[config.mk]
export PLATFORM = sky130hd
export DESIGN_NAME = div_flat
export DESIGN_NICKNAME = d
export VERILOG_FILES = /design/src/rtl/mips_pkg.sv /design/src/rtl/div_if.sv /design/src/rtl/div_step.sv /design/src/rtl/div.sv /design/src/flat_wrapper.sv
export SDC_FILE = /design/constraint.sdc
export NUM_CORES = 1
export LEC_CHECK = 0
export ABC_AREA = 1
export CORE_ASPECT_RATIO = 2
export CORE_MARGIN = 4
export CORE_UTILIZATION = 45
export DETAILED_ROUTE_END_ITERATION = 16
export GPL_TIMING_DRIVEN = 0
export PLACE_DENSITY = 0.64
export RECOVER_POWER = 100
export SYNTH_ARGS = -nofsm -noshare
export SYNTH_HDL_FRONTEND = slang
export SYNTH_SLANG_ARGS = --single-unit
[constraint.sdc]
create_clock -name clk -period 12.8 [get_ports clk]
set_input_delay 1.92 -clock clk [delete_from_list [all_inputs] [get_ports clk]]
set_output_delay 1.92 -clock clk [all_outputs]
set_load 0.01 [all_outputs]
[src/rtl/mips_pkg.sv]
// Shared MIPS datapath definitions: default operand width and the divider state encoding.
package mips_pkg;

  localparam int WIDTH = 32;

  typedef enum logic [1:0] {
    IDLE = 2'd0,
    RUN  = 2'd1,
    FIX  = 2'd2,
    ZERO = 2'd3
  } div_state_e;

endpackage

[src/rtl/div_if.sv]
// Handshake and result bundle between the control unit (master) and the HI/LO divider (slave).
interface div_if #(parameter int WIDTH = mips_pkg::WIDTH);

  logic             div_start;
  logic [WIDTH-1:0] A;
  logic [WIDTH-1:0] B;
  logic             busy;
  logic             div_end;
  logic             div_zero;
  logic [WIDTH-1:0] hi;
  logic [WIDTH-1:0] lo;

  modport master (output div_start, A, B,
                  input  busy, div_end, div_zero, hi, lo);

  modport slave  (input  div_start, A, B,
                  output busy, div_end, div_zero, hi, lo);

endinterface

[src/rtl/div_step.sv]
// One restoring-division step on magnitudes: shift {R,Q} left, trial-subtract D, set the new quotient bit.
module div_step #(
  parameter int WIDTH = mips_pkg::WIDTH
) (
  input  logic [WIDTH-1:0] r,
  input  logic [WIDTH-1:0] q,
  input  logic [WIDTH-1:0] d,
  output logic [WIDTH-1:0] r_nxt,
  output logic [WIDTH-1:0] q_nxt
);

  logic [WIDTH:0] rem_sh;
  logic [WIDTH:0] diff;

  // R < D <= 2^(WIDTH-1) keeps the shifted remainder inside WIDTH bits, so
  // diff[WIDTH] is a reliable sign of the trial subtraction.
  assign rem_sh = {r, q[WIDTH-1]};
  assign diff   = rem_sh - {1'b0, d};

  assign r_nxt = diff[WIDTH] ? rem_sh[WIDTH-1:0] : diff[WIDTH-1:0];
  assign q_nxt = {q[WIDTH-2:0], ~diff[WIDTH]};

endmodule

[src/rtl/div.sv]
// Iterative signed divider for the HI/LO unit: lo = A / B (toward zero), hi = A % B (sign of A).
// One quotient bit per clock on magnitudes, then a single sign fix-up cycle.
module div
  import mips_pkg::*;
#(
  parameter int WIDTH = mips_pkg::WIDTH
) (
  input logic  clk,
  input logic  rst,
  div_if.slave bus
);

  localparam int CW = $clog2(WIDTH);

  div_state_e       state_q, state_d;
  logic [CW-1:0]    cnt_q, cnt_d;
  logic [WIDTH-1:0] q_q, q_d;
  logic [WIDTH-1:0] r_q, r_d;
  logic [WIDTH-1:0] d_q, d_d;
  logic [WIDTH-1:0] hi_q, hi_d;
  logic [WIDTH-1:0] lo_q, lo_d;
  logic             sign_q_q, sign_q_d;
  logic             sign_r_q, sign_r_d;
  logic             end_q, end_d;
  logic             zero_q, zero_d;
  logic             busy_q, busy_d;

  logic [WIDTH-1:0] mag_a, mag_b;
  logic [WIDTH-1:0] r_step, q_step;

  // Unsigned magnitudes: the most negative operand maps onto itself without overflow.
  assign mag_a = bus.A[WIDTH-1] ? -bus.A : bus.A;
  assign mag_b = bus.B[WIDTH-1] ? -bus.B : bus.B;

  div_step #(.WIDTH(WIDTH)) u_step (
    .r     (r_q),
    .q     (q_q),
    .d     (d_q),
    .r_nxt (r_step),
    .q_nxt (q_step)
  );

  always_comb begin
    // NOTE: every signal gets a default first so no path through the case leaves it unassigned (no latch).
    state_d  = state_q;
    cnt_d    = cnt_q;
    q_d      = q_q;
    r_d      = r_q;
    d_d      = d_q;
    hi_d     = hi_q;
    lo_d     = lo_q;
    sign_q_d = sign_q_q;
    sign_r_d = sign_r_q;
    end_d    = 1'b0;
    zero_d   = 1'b0;

    unique case (state_q)
      IDLE: begin
        if (bus.div_start) begin
          q_d      = mag_a;
          d_d      = mag_b;
          r_d      = '0;
          cnt_d    = '0;
          sign_q_d = bus.A[WIDTH-1] ^ bus.B[WIDTH-1];
          sign_r_d = bus.A[WIDTH-1];
          state_d  = (bus.B == '0) ? ZERO : RUN;
        end
      end
      RUN: begin
        r_d   = r_step;
        q_d   = q_step;
        cnt_d = cnt_q + 1'b1;
        if (cnt_q == CW'(WIDTH - 1)) state_d = FIX;
      end
      FIX: begin
        lo_d    = sign_q_q ? -q_q : q_q;
        hi_d    = sign_r_q ? -r_q : r_q;
        end_d   = 1'b1;
        state_d = IDLE;
      end
      ZERO: begin
        end_d   = 1'b1;
        zero_d  = 1'b1;
        state_d = IDLE;
      end
      default: state_d = IDLE;
    endcase

    busy_d = (state_d == RUN) || (state_d == FIX);
  end

  // NOTE: state is updated with non-blocking assignments so every flop samples pre-edge values.
  always_ff @(posedge clk or posedge rst) begin
    if (rst) begin
      state_q  <= IDLE;
      cnt_q    <= '0;
      q_q      <= '0;
      r_q      <= '0;
      d_q      <= '0;
      hi_q     <= '0;
      lo_q     <= '0;
      sign_q_q <= 1'b0;
      sign_r_q <= 1'b0;
      end_q    <= 1'b0;
      zero_q   <= 1'b0;
      busy_q   <= 1'b0;
    end else begin
      state_q  <= state_d;
      cnt_q    <= cnt_d;
      q_q      <= q_d;
      r_q      <= r_d;
      d_q      <= d_d;
      hi_q     <= hi_d;
      lo_q     <= lo_d;
      sign_q_q <= sign_q_d;
      sign_r_q <= sign_r_d;
      end_q    <= end_d;
      zero_q   <= zero_d;
      busy_q   <= busy_d;
    end
  end

  assign bus.busy     = busy_q;
  assign bus.div_end  = end_q;
  assign bus.div_zero = zero_q;
  assign bus.hi       = hi_q;
  assign bus.lo       = lo_q;

endmodule
[src/flat_wrapper.sv]
// flat-port wrapper written by rule: the top's interface ports become plain ports
module div_flat import mips_pkg::*;
#(
  parameter int WIDTH = mips_pkg::WIDTH
)
  (clk, rst, bus_div_start, bus_A, bus_B, bus_busy, bus_div_end, bus_div_zero, bus_hi, bus_lo);
  div_if #(.WIDTH(WIDTH)) bus_i ();
  input logic clk;
  input logic rst;
  input wire logic [$bits(bus_i.div_start)-1:0] bus_div_start;
  input wire logic [$bits(bus_i.A)-1:0] bus_A;
  input wire logic [$bits(bus_i.B)-1:0] bus_B;
  output wire logic [$bits(bus_i.busy)-1:0] bus_busy;
  output wire logic [$bits(bus_i.div_end)-1:0] bus_div_end;
  output wire logic [$bits(bus_i.div_zero)-1:0] bus_div_zero;
  output wire logic [$bits(bus_i.hi)-1:0] bus_hi;
  output wire logic [$bits(bus_i.lo)-1:0] bus_lo;
  assign bus_i.div_start = bus_div_start;
  assign bus_i.A = bus_A;
  assign bus_i.B = bus_B;
  assign bus_busy = bus_i.busy;
  assign bus_div_end = bus_i.div_end;
  assign bus_div_zero = bus_i.div_zero;
  assign bus_hi = bus_i.hi;
  assign bus_lo = bus_i.lo;
  div #(.WIDTH(WIDTH)) u_core (.clk(clk), .rst(rst), .bus(bus_i));
endmodule
==> flow_summary.toml, run 1 <==
[route]
drt_iter0_drc = 904
vias = 13500
dr.pass1.iters = 5
ant_nets = 0
vias_per_cell = 5.42
wl_mm = 49.2
wl_per_cell_microns = 19.8
drc = 0

[critical_path]
path_class = "primary input to flop"
critPathSlowestCell = "o21ai_0"
setup.worst_path.start_class = "primary input"
crit_chain = "dlygate4sd3_1 -> inv_1 -> ha_1 -> inv_1 -> nor3_1 -> nand2_1 -> nor2_1 -> nand3_1 -> o21ai_0 -> nand4_1 -> nand3_1 -> nand2_1"
critPathTopFamily = "simple AND/OR/NAND/NOR gates"
critPathMaxFanout = 10
worstPathRequired_ns = 13.13
critPathArrivalTime_ns = 5.06
worstSetupEndpointType = "flop"
slowest_delay_ns = 0.94
cp.buffers_inverters = 3

[die]
dieArea_sq_mm = 0.0314
ioPinCount = 134
die_x_microns = 127
die_y_microns = 247
initial_core_util = 0.454
core_area_sq_mm = 0.0282
rows = 87

[timing]
worst_pin_slew_ns = 2.90
fmax_mhz = 212
max-slew-margin-rel = -0.943
finalClockSkew_ns = 0.00950
timing.final.crit_share = 0.369
hold_viol_final = 0
rsz0062_at_grt = "false"
setup_viol = 0
final.min_clock_period_ns = 4.72
setup_tns_ns = 0
drv_slew = 62

[grt]
grt_pass1_wl_mm = 74.1
antenna_found_initial = 0
grtUsageTotal = 0.315
grt-ovfl-total = 0
grt_pass1_vias = 13200
grt_start_max_net_pins = 112

[clocking]
clockRootBuffer = "clkbuf_16"
cts.htree.levels = 4
cts_buffers = 17
post-cts-setup-buffers = 0
cts_resized = 0
cts-hold-fix-buffers = 0
clk_latency_ns = 0.45
cts_tree = "yes"
clkTransAtPathRegs_ns = 0.07
clockBufferDepth = 2
clock_sinks = 172

[outcome]
status = "complete, but fails checks"
violations = "capacitance limit, slew limit"

[layout]
utilization = 0.538
fin_nets = 2221
num-fill-cells = 2945
num_antenna_cells = 0
final_common_cell = "nand2_1"
finish.instance_area_sq_mm = 0.0152
drive_above_1_share = 0.0352
syn_to_final_growth_pct = 18.4
layout_common_cells = "643 x nand2_1, 274 x inv_1, 204 x nand3_1, 172 x dfrtp_1, 164 x nor2_1"

[pwr]
leakagePower_nw = 7.93
total_power_mw = 4.22
powerDensity_mw_per_mm2 = 278
peakVddDrop_v = 0.000167

[synth]
synth_compound_area_frac = 0.100
synthXorXnorAreaFrac = 0.0540
synth_top_area_share = 0.336
synth_edf_count = 0
ys_async_sr_fraction = 1.00
synth_simple_gate_area_frac = 0.367
synth_seq_cells = 172
ys_seq_area_frac = 0.336
synth_area_per_cell_sq_um = 6.53
ys_warn_count = 0
synth_top_family_by_area = "simple AND/OR/NAND/NOR gates"
synthAdderAreaFrac = 0.0387
synth_mux_area_frac = 0
netlist_area_sq_mm = 0.0128
synth_area_leader_cell = "dfrtp_1"
synth_cells = 1962
synth_area_leaders = "dfrtp_1 34%, nand2_1 19%, inv_1 8.1%"
synthFlopType = "dfrtp_1"
synth_nets = 2068
synthDistinctLibCells = 46

[placement]
placed_area_sq_mm = 0.0146
gp_congestion = 1.00
dp_hpwl_mm = 40.7
io_buffer_count = 133

[job]
drv_cap = 1

[min_path]
hold_class = "flop to flop"
[registers in the layout (all words and copies together) (netlist names)]
register,flops
u_core.sign_q_q,1
u_core.cnt_q,5
u_core.bus.div_end,1
u_core.d_q,32
u_core.bus.busy,1
u_core.q_q,32
u_core.bus.div_zero,1
u_core.bus.hi,32
u_core.r_q,32
u_core.bus.lo,32
u_core.state_q,2
u_core.sign_r_q,1
[tightest hold or removal path: cells and delay by family (launching register included)]
| family | cells | cell delay (ns) |
|---|---|---|
| DFF | 1 | 0.34 |
| and+or+nand+nor | 2 | 0.10 |
[power by group]
group	internal [mW]	total [mW]	switching [mW]	leakage, nW
registers	0.766	1.06	0.296	2.19
clock network	0.277	0.517	0.241	0.272
logic	0.929	2.64	1.71	5.47
[path summary, 6_finish.rpt]
check                                  startpoint           endpoint  slack [ns]  cells past startpoint
max in group asynchronous                     rst      u_core.d_q[7]        8.63                      3
worst min register to register  u_core.bus.lo[19]  u_core.bus.lo[19]        0.47                      2
worst max register to register     u_core.q_q[31]     u_core.r_q[21]        9.93                     18
worst max-delay path                     bus_A[0]     u_core.q_q[26]        8.08                     12
min in group asynchronous                     rst  u_core.bus.lo[21]        2.75                      2
worst min-delay path            u_core.bus.lo[19]  u_core.bus.lo[19]        0.47                      2
[layer usage]
| metal | routed length (microns) | vias up | global-route usage |
|---|---|---|---|
| li1 | - | 6575 | - |
| met3 | 1610 | 180 | 0.0330 |
| met2 | 25900 | 447 | 0.579 |
| met5 | 0 | - | 0 |
| met1 | 15800 | 6273 | 0.291 |
| met4 | 5960 | 0 | 0.308 |
[synthesized netlist by cell type (25+ instances only)]
cell type / count
inv_1: 275
clkbuf_1: 41
o21ai_0: 107
ha_1: 38
nand2_1: 643
nand3_1: 204
nand4_1: 28
dfrtp_1: 172
a22oi_1: 25
a21oi_1: 44
nor2_1: 163
xor2_1: 63
[kinds of logic (layout without fill, tap and decap cells)]
group                      Yosys count  in the layout
and+or+nand+nor                   1109           1109
buffers and inverters              340            506
AOI/OAI and AO/OA                  223            223
DFF                                172            172
xor gates and xnor gates            79             79
adders and majority gates           39             39
[area by class of cell]
type                       count  area, sq um  area share
multi-input combinational   1450         7150       0.471
tap                          356          445      0.0294
sequential                   172         4300       0.284
inverter                     279         1050      0.0691
buffer                        61          287      0.0189
timing repair buffer         134         1360      0.0896
clock buffer                  18          439      0.0290
clock inverter                14          134     0.00883
[through the flow]
stage / hold slack (ns) / setup WS (ns) / std cells
after global placement: 0.464 / 3.65 / 2451
after CTS: 0.484 / 8.93 / 2484
after global routing: 0.506 / 7.71 / 2484
final: 0.473 / 8.08 / 2484
after detailed placement: 0.465 / 8.45 / 2452
after floorplan: 0.453 / 6.22 / 1962
No activity file was read; power rests on OpenSTA's default activity.
==> run 2, diff against run 1 <==
- clock period: 12.8 -> 4.76 ns (I/O delays scaled with it)
==> run 2 against run 1 <==
Highest routed layer unchanged; the flow now finishes without violations; global-route usage is 0.30 points higher; wire length increased by 0.46%; register-to-register slack worse by 8.8 ns; final area rose by 0.22%; first-iteration DRC count fell by 23%.
==> flow_summary.toml, run 2 (synthesized netlist as in run 1, its figures left out) <==
[outcome]
status = "complete, no violations"

[critical_path]
path_class = "flop to flop"
worst_r2r_endpoint = "u_core.r_q[21]"
setup.worst_path.start_class = "flop"
critPathArrivalTime_ns = 3.98
worstSetupEndpointType = "flop"
timing.reg2reg.setup_slack_ns = 1.13
r2r_cells = 18
startpoint = "u_core.q_q[31]"
worstPathRequired_ns = 5.11
r2r_start = "u_core.q_q[31]"
crit_end = "u_core.r_q[21]"
critPathMaxFanout = 10

[grt]
grt_pass1_vias = 13200
grtUsageTotal = 0.318
antenna_found_initial = 0
grt_start_max_net_pins = 41
grt_pass1_wl_mm = 74.5
grt-ovfl-total = 0

[layout]
multi_input_area_sq_mm = 0.00712
drive_above_1_share = 0.0300
fin_nets = 2224
final_common_cell = "nand2_1"
layout_common_cells = "650 x nand2_1, 274 x inv_1, 204 x nand3_1, 172 x dfrtp_1, 165 x nor2_1"
syn_to_final_growth_pct = 18.6
num-fill-cells = 2938
final-seq-area_sq_mm = 0.00430
num_antenna_cells = 0

[die]
dieArea_sq_mm = 0.0314
rows = 87
initial_core_util = 0.454
ioPinCount = 134
die_y_microns = 247
die_x_microns = 127
core_area_sq_mm = 0.0282

[clocking]
clockRootBuffer = "clkbuf_16"
cts.htree.levels = 4
cts-hold-fix-buffers = 0
clock_sinks = 172
cts_tree = "yes"
clockBufferDepth = 2
cts_buffers = 17
post-cts-setup-buffers = 0
clk_latency_ns = 0.46
clkTransAtPathRegs_ns = 0.07
cts_resized = 0

[route]
wl_per_cell_microns = 19.9
drc = 0
vias_per_cell = 5.29
dr.pass1.iters = 6
vias = 13200
ant_nets = 0
top_layer = "met4"
met2_length_mm = 26.1
wl_met3_mm = 1.46
wl_met1_mm = 16.1
wl_mm = 49.4
drt_iter0_drc = 694

[timing]
rsz0062_at_grt = "false"
setup_tns_ns = 0
max-slew-margin-rel = 0.140
fmax_mhz = 276
holdWs_ns = 0.475
timing.final.crit_share = 0.762
final.min_clock_period_ns = 3.63
worst_pin_slew_ns = 1.29
finalClockSkew_ns = 0.0107
setup_viol = 0
setup_ws_ns = 1.13
drv_slew = 0
hold_viol_final = 0

[pwr]
total_power_mw = 11.4
powerDensity_mw_per_mm2 = 748
peakVddDrop_v = 0.000453
leakagePower_nw = 7.95

[placement]
dp_hpwl_mm = 41.3
gp_congestion = 0.935
dp_slack_ns = 1.74
io_buffer_count = 133

[min_path]
hold_class = "flop to flop"
hold_start = "u_core.bus.lo[13]"

[job]
drv_cap = 0
## run 2: critical path, stage by stage, from the launching register on
cell      delay [ns]
dfrtp_1         0.47
inv_1           0.16
ha_1            0.24
fa_1            0.41
inv_1           0.12
nand2_1         0.06
nand2_1         0.09
nand3_1         0.07
nand2_1         0.22
nand2_2         0.08
nand2_1         0.14
nand2_1         0.15
nand2_1         0.12
nand2_1         0.23
nand2_4         0.12
clkbuf_1        0.42
nand2_1         0.21
nand3_1         0.12
nand2_1         0.05
## run 2: per-layer routing
metal  global-route usage  vias up
li1                     -     6568
met1                0.299     6062
met2                0.587      366
met3               0.0317      166
met4                0.297        0
met5                    0        -
## run 2: worst min path at each step
stage | to | slack, ns | cells past startpoint
3_5_place_dp | u_core.bus.lo[26] | 0.47 | 2
5_1_grt | u_core.bus.lo[21] | 0.51 | 2
4_1_cts | u_core.bus.lo[16] | 0.49 | 2
6_report | u_core.bus.lo[13] | 0.48 | 2
3_3_place_gp | u_core.bus.hi[24] | 0.46 | 2
2_1_floorplan | u_core.d_q[11] | 0.45 | 2
## run 2: per-stage QoR
step / util / instance area [sq um] / instances
finish: 0.539 / 15200 / 2487
global route: 0.539 / 15200 / 2487
CTS: 0.542 / 15300 / 2487
detailed placement: 0.520 / 14700 / 2455
global placement: 0.518 / 14600 / 2451
floorplan: - / 12800 / 1962
## run 2: layout make-up
type | instances | share of cell area
clock buffer | 20 | 0.0294
buffer | 61 | 0.0173
inverter | 279 | 0.0690
clock inverter | 12 | 0.0106
multi-input combinational | 1450 | 0.468
tap | 356 | 0.0293
timing repair buffer | 137 | 0.0929
sequential | 172 | 0.283
## run 2: report_power, final
part | internal, mW | switching [mW]
sequential | 2.06 | 0.788
clock | 0.845 | 0.636
combinational | 2.45 | 4.59
==> variant: new RTL, settings of run 2 <==
`lo_q` no longer has a reset.
--- a/src/rtl/div.sv
+++ b/src/rtl/div.sv
@@ -98,7 +98,6 @@
       r_q      <= '0;
       d_q      <= '0;
       hi_q     <= '0;
-      lo_q     <= '0;
       sign_q_q <= 1'b0;
       sign_r_q <= 1'b0;
       end_q    <= 1'b0;
@@ -111,13 +110,16 @@
       r_q      <= r_d;
       d_q      <= d_d;
       hi_q     <= hi_d;
-      lo_q     <= lo_d;
       sign_q_q <= sign_q_d;
       sign_r_q <= sign_r_d;
       end_q    <= end_d;
       zero_q   <= zero_d;
       busy_q   <= busy_d;
     end
+  end
+
+  always_ff @(posedge clk) begin
+    lo_q <= lo_d;
   end
 
   assign bus.busy     = busy_q;
Check against the original RTL: no difference found for any inputs over 10 cycles, from zero or initial values and one cycle with rst high; that may be too few to reach the edited logic, so the function may still have changed.
==> variant against run 2 <==
The run now ends with capacitance limit, slew limit left; combinational power decreased by 1%; register-to-register slack improved by 0.34 ns; synthesized area about the same; global-route usage decreased by 1.2 points; die area barely moved; fmax is 9.4% higher; worst setup slack improved by 0.31 ns; routed wire length fell by 3.9%; sequential cell count unchanged; final area decreased by 0.36%; total power decreased by 0.23%; critical endpoint is now u_core.q_q[26]; largest cell class unchanged.
==> variant: results (changes against run 2) <==
stage,metric,value,unit,change
timing,Slew Limit Fails,99,,+99
placed_design,Post-Place Cells,2383,,-2.9%
outcome,failing checks,"capacitance limit, slew limit",,
grt,first-pass GRT wire length,71420,µm,-4.2%
routing,Vias,12780,,-2.9%
grt,total track usage,30.60,%,-1.2 points
timing,Slew HR,-106.9,%,-120 points
synth,synth top area cells,"dfrtp_1 27%, nand2_1 17%, inv_1 8.4%, edfxtp_1 7.5%, nand3_1 6.7%",,
setup_path,CP max stage delay,0.53,ns,+0.06 ns
outcome,status,"finished, violations left",,
hold_path,Worst Hold Endpoint,u_core.bus.hi[10],,
timing,Setup Skew,0.02193,ns,+0.01126 ns
setup_path,"Arr. time, crit path",3.70,ns,-0.28 ns
hold_path,hold path start,u_core.bus.hi[10],,
cells_and_area,share of cells above drive strength 1,3.643,%,+0.64 points
setup_path,crit path max-delay cell type,dlygate4sd3_1,,
setup_path,reg2reg start,u_core.state_q[1],,
synth,fraction of registers with async set/reset,81.40,%,-19 points
placed_design,Post-DP Area,14630,µm²,-0.26%
setup_path,R2R depth,4,,-14
routing,vias per cell,5.294,,about the same
power,Max VDD drop,0.4046,mV,-11%
cells_and_area,Fillers,2875,,-2.1%
cells_and_area,Layout Nets,2152,,-3.2%
setup_path,worst-path fanout max,7,,-3
synth,most common library cells after synthesis,"588 x nand2_1, 287 x inv_1, 172 x nand3_1",,
grt,largest net degree at the start of global routing,76,,+85%
routing,First DRT Iteration DRCs,804,,+16%
job,MaxCap Viol Count,2,,+2
==> variant: changes by cell type in the layout (fill, tap and decap cells not counted), moves of 21 or more <==
cell,run 2,this run
nand2_1,650,595
dfrtp_1,172,140
edfxtp_1,0,32
nand3_1,204,172
xor2_1,63,84
==> variant: worst max-delay path by stage <==
stage / slack (ns) / endpoint / start / cells past startpoint
3_3_place_gp: -1.71 / u_core.d_q[11] / rst / 2
4_1_cts: 2.00 / u_core.bus.busy / bus_B[0] / 12
2_1_floorplan: 0.29 / u_core.bus.busy / rst / 1
6_report: 1.44 / u_core.q_q[26] / bus_A[0] / 13
5_1_grt: 1.17 / u_core.q_q[26] / bus_A[0] / 13
3_5_place_dp: 1.52 / u_core.bus.busy / bus_B[0] / 12
==> variant: report_power, final <==
group | internal, mW | switching, mW | total [mW]
Sequential | 2.13 | 0.807 | 2.94
Combinational | 2.37 | 4.60 | 6.97
Clock | 0.750 | 0.683 | 1.43
Total | 5.25 | 6.09 | 11.3
==> variant: per-layer routing <==
| layer | global-route usage (%) | routed length [µm] | vias up |
|---|---|---|---|
| met4 | 27.10 | 5104 | 0 |
| met1 | 25.30 | 14300 | 5859 |
| met3 | 3.385 | 1388 | 184 |
| met5 | 0 | 0 | - |
| met2 | 60.68 | 26700 | 414 |
| li1 | - | - | 6327 |
==> variant: cell type report <==
cell class / count / area [µm²] / area share, %
buffer: 56 / 255.2 / 1.686
clock buffer: 17 / 425.4 / 2.809
clock inverter: 15 / 177.7 / 1.173
inverter: 294 / 1105 / 7.296
multi-input combinational: 1370 / 6908 / 45.62
sequential: 172 / 4464 / 29.48
tap: 356 / 445.4 / 2.941
timing repair buffer: 135 / 1363 / 8.998
==> variant: per-stage QoR <==
stage	hold slack, ns	setup WS, ns
after floorplan	0.4491	0.2931
after global placement	0.4683	-1.710
after detailed placement	0.4715	1.520
after CTS	0.4896	1.999
after global routing	0.5085	1.171
final	0.4818	1.443
==> variant: cells by family (layout without fill, tap and decap cells) <==
group           after synthesis  after routing  synth area share (%)
compound gates              191            191                 8.746
simple gates               1046           1046                 35.41
fa+ha+maj                    39             39                 3.870
buf+inv                     350            517                 10.67
flops                       172            172                 34.87
xor+xnor                     94             94                 6.430
==> variant: worst reg2reg max path, delay by kind of cell (launching register included) <==
| family | cells | cell delay (ns) |
|---|---|---|
| flops | 1 | 0.40 |
| simple gates | 1 | 0.64 |
| buf+inv | 3 | 1.83 |
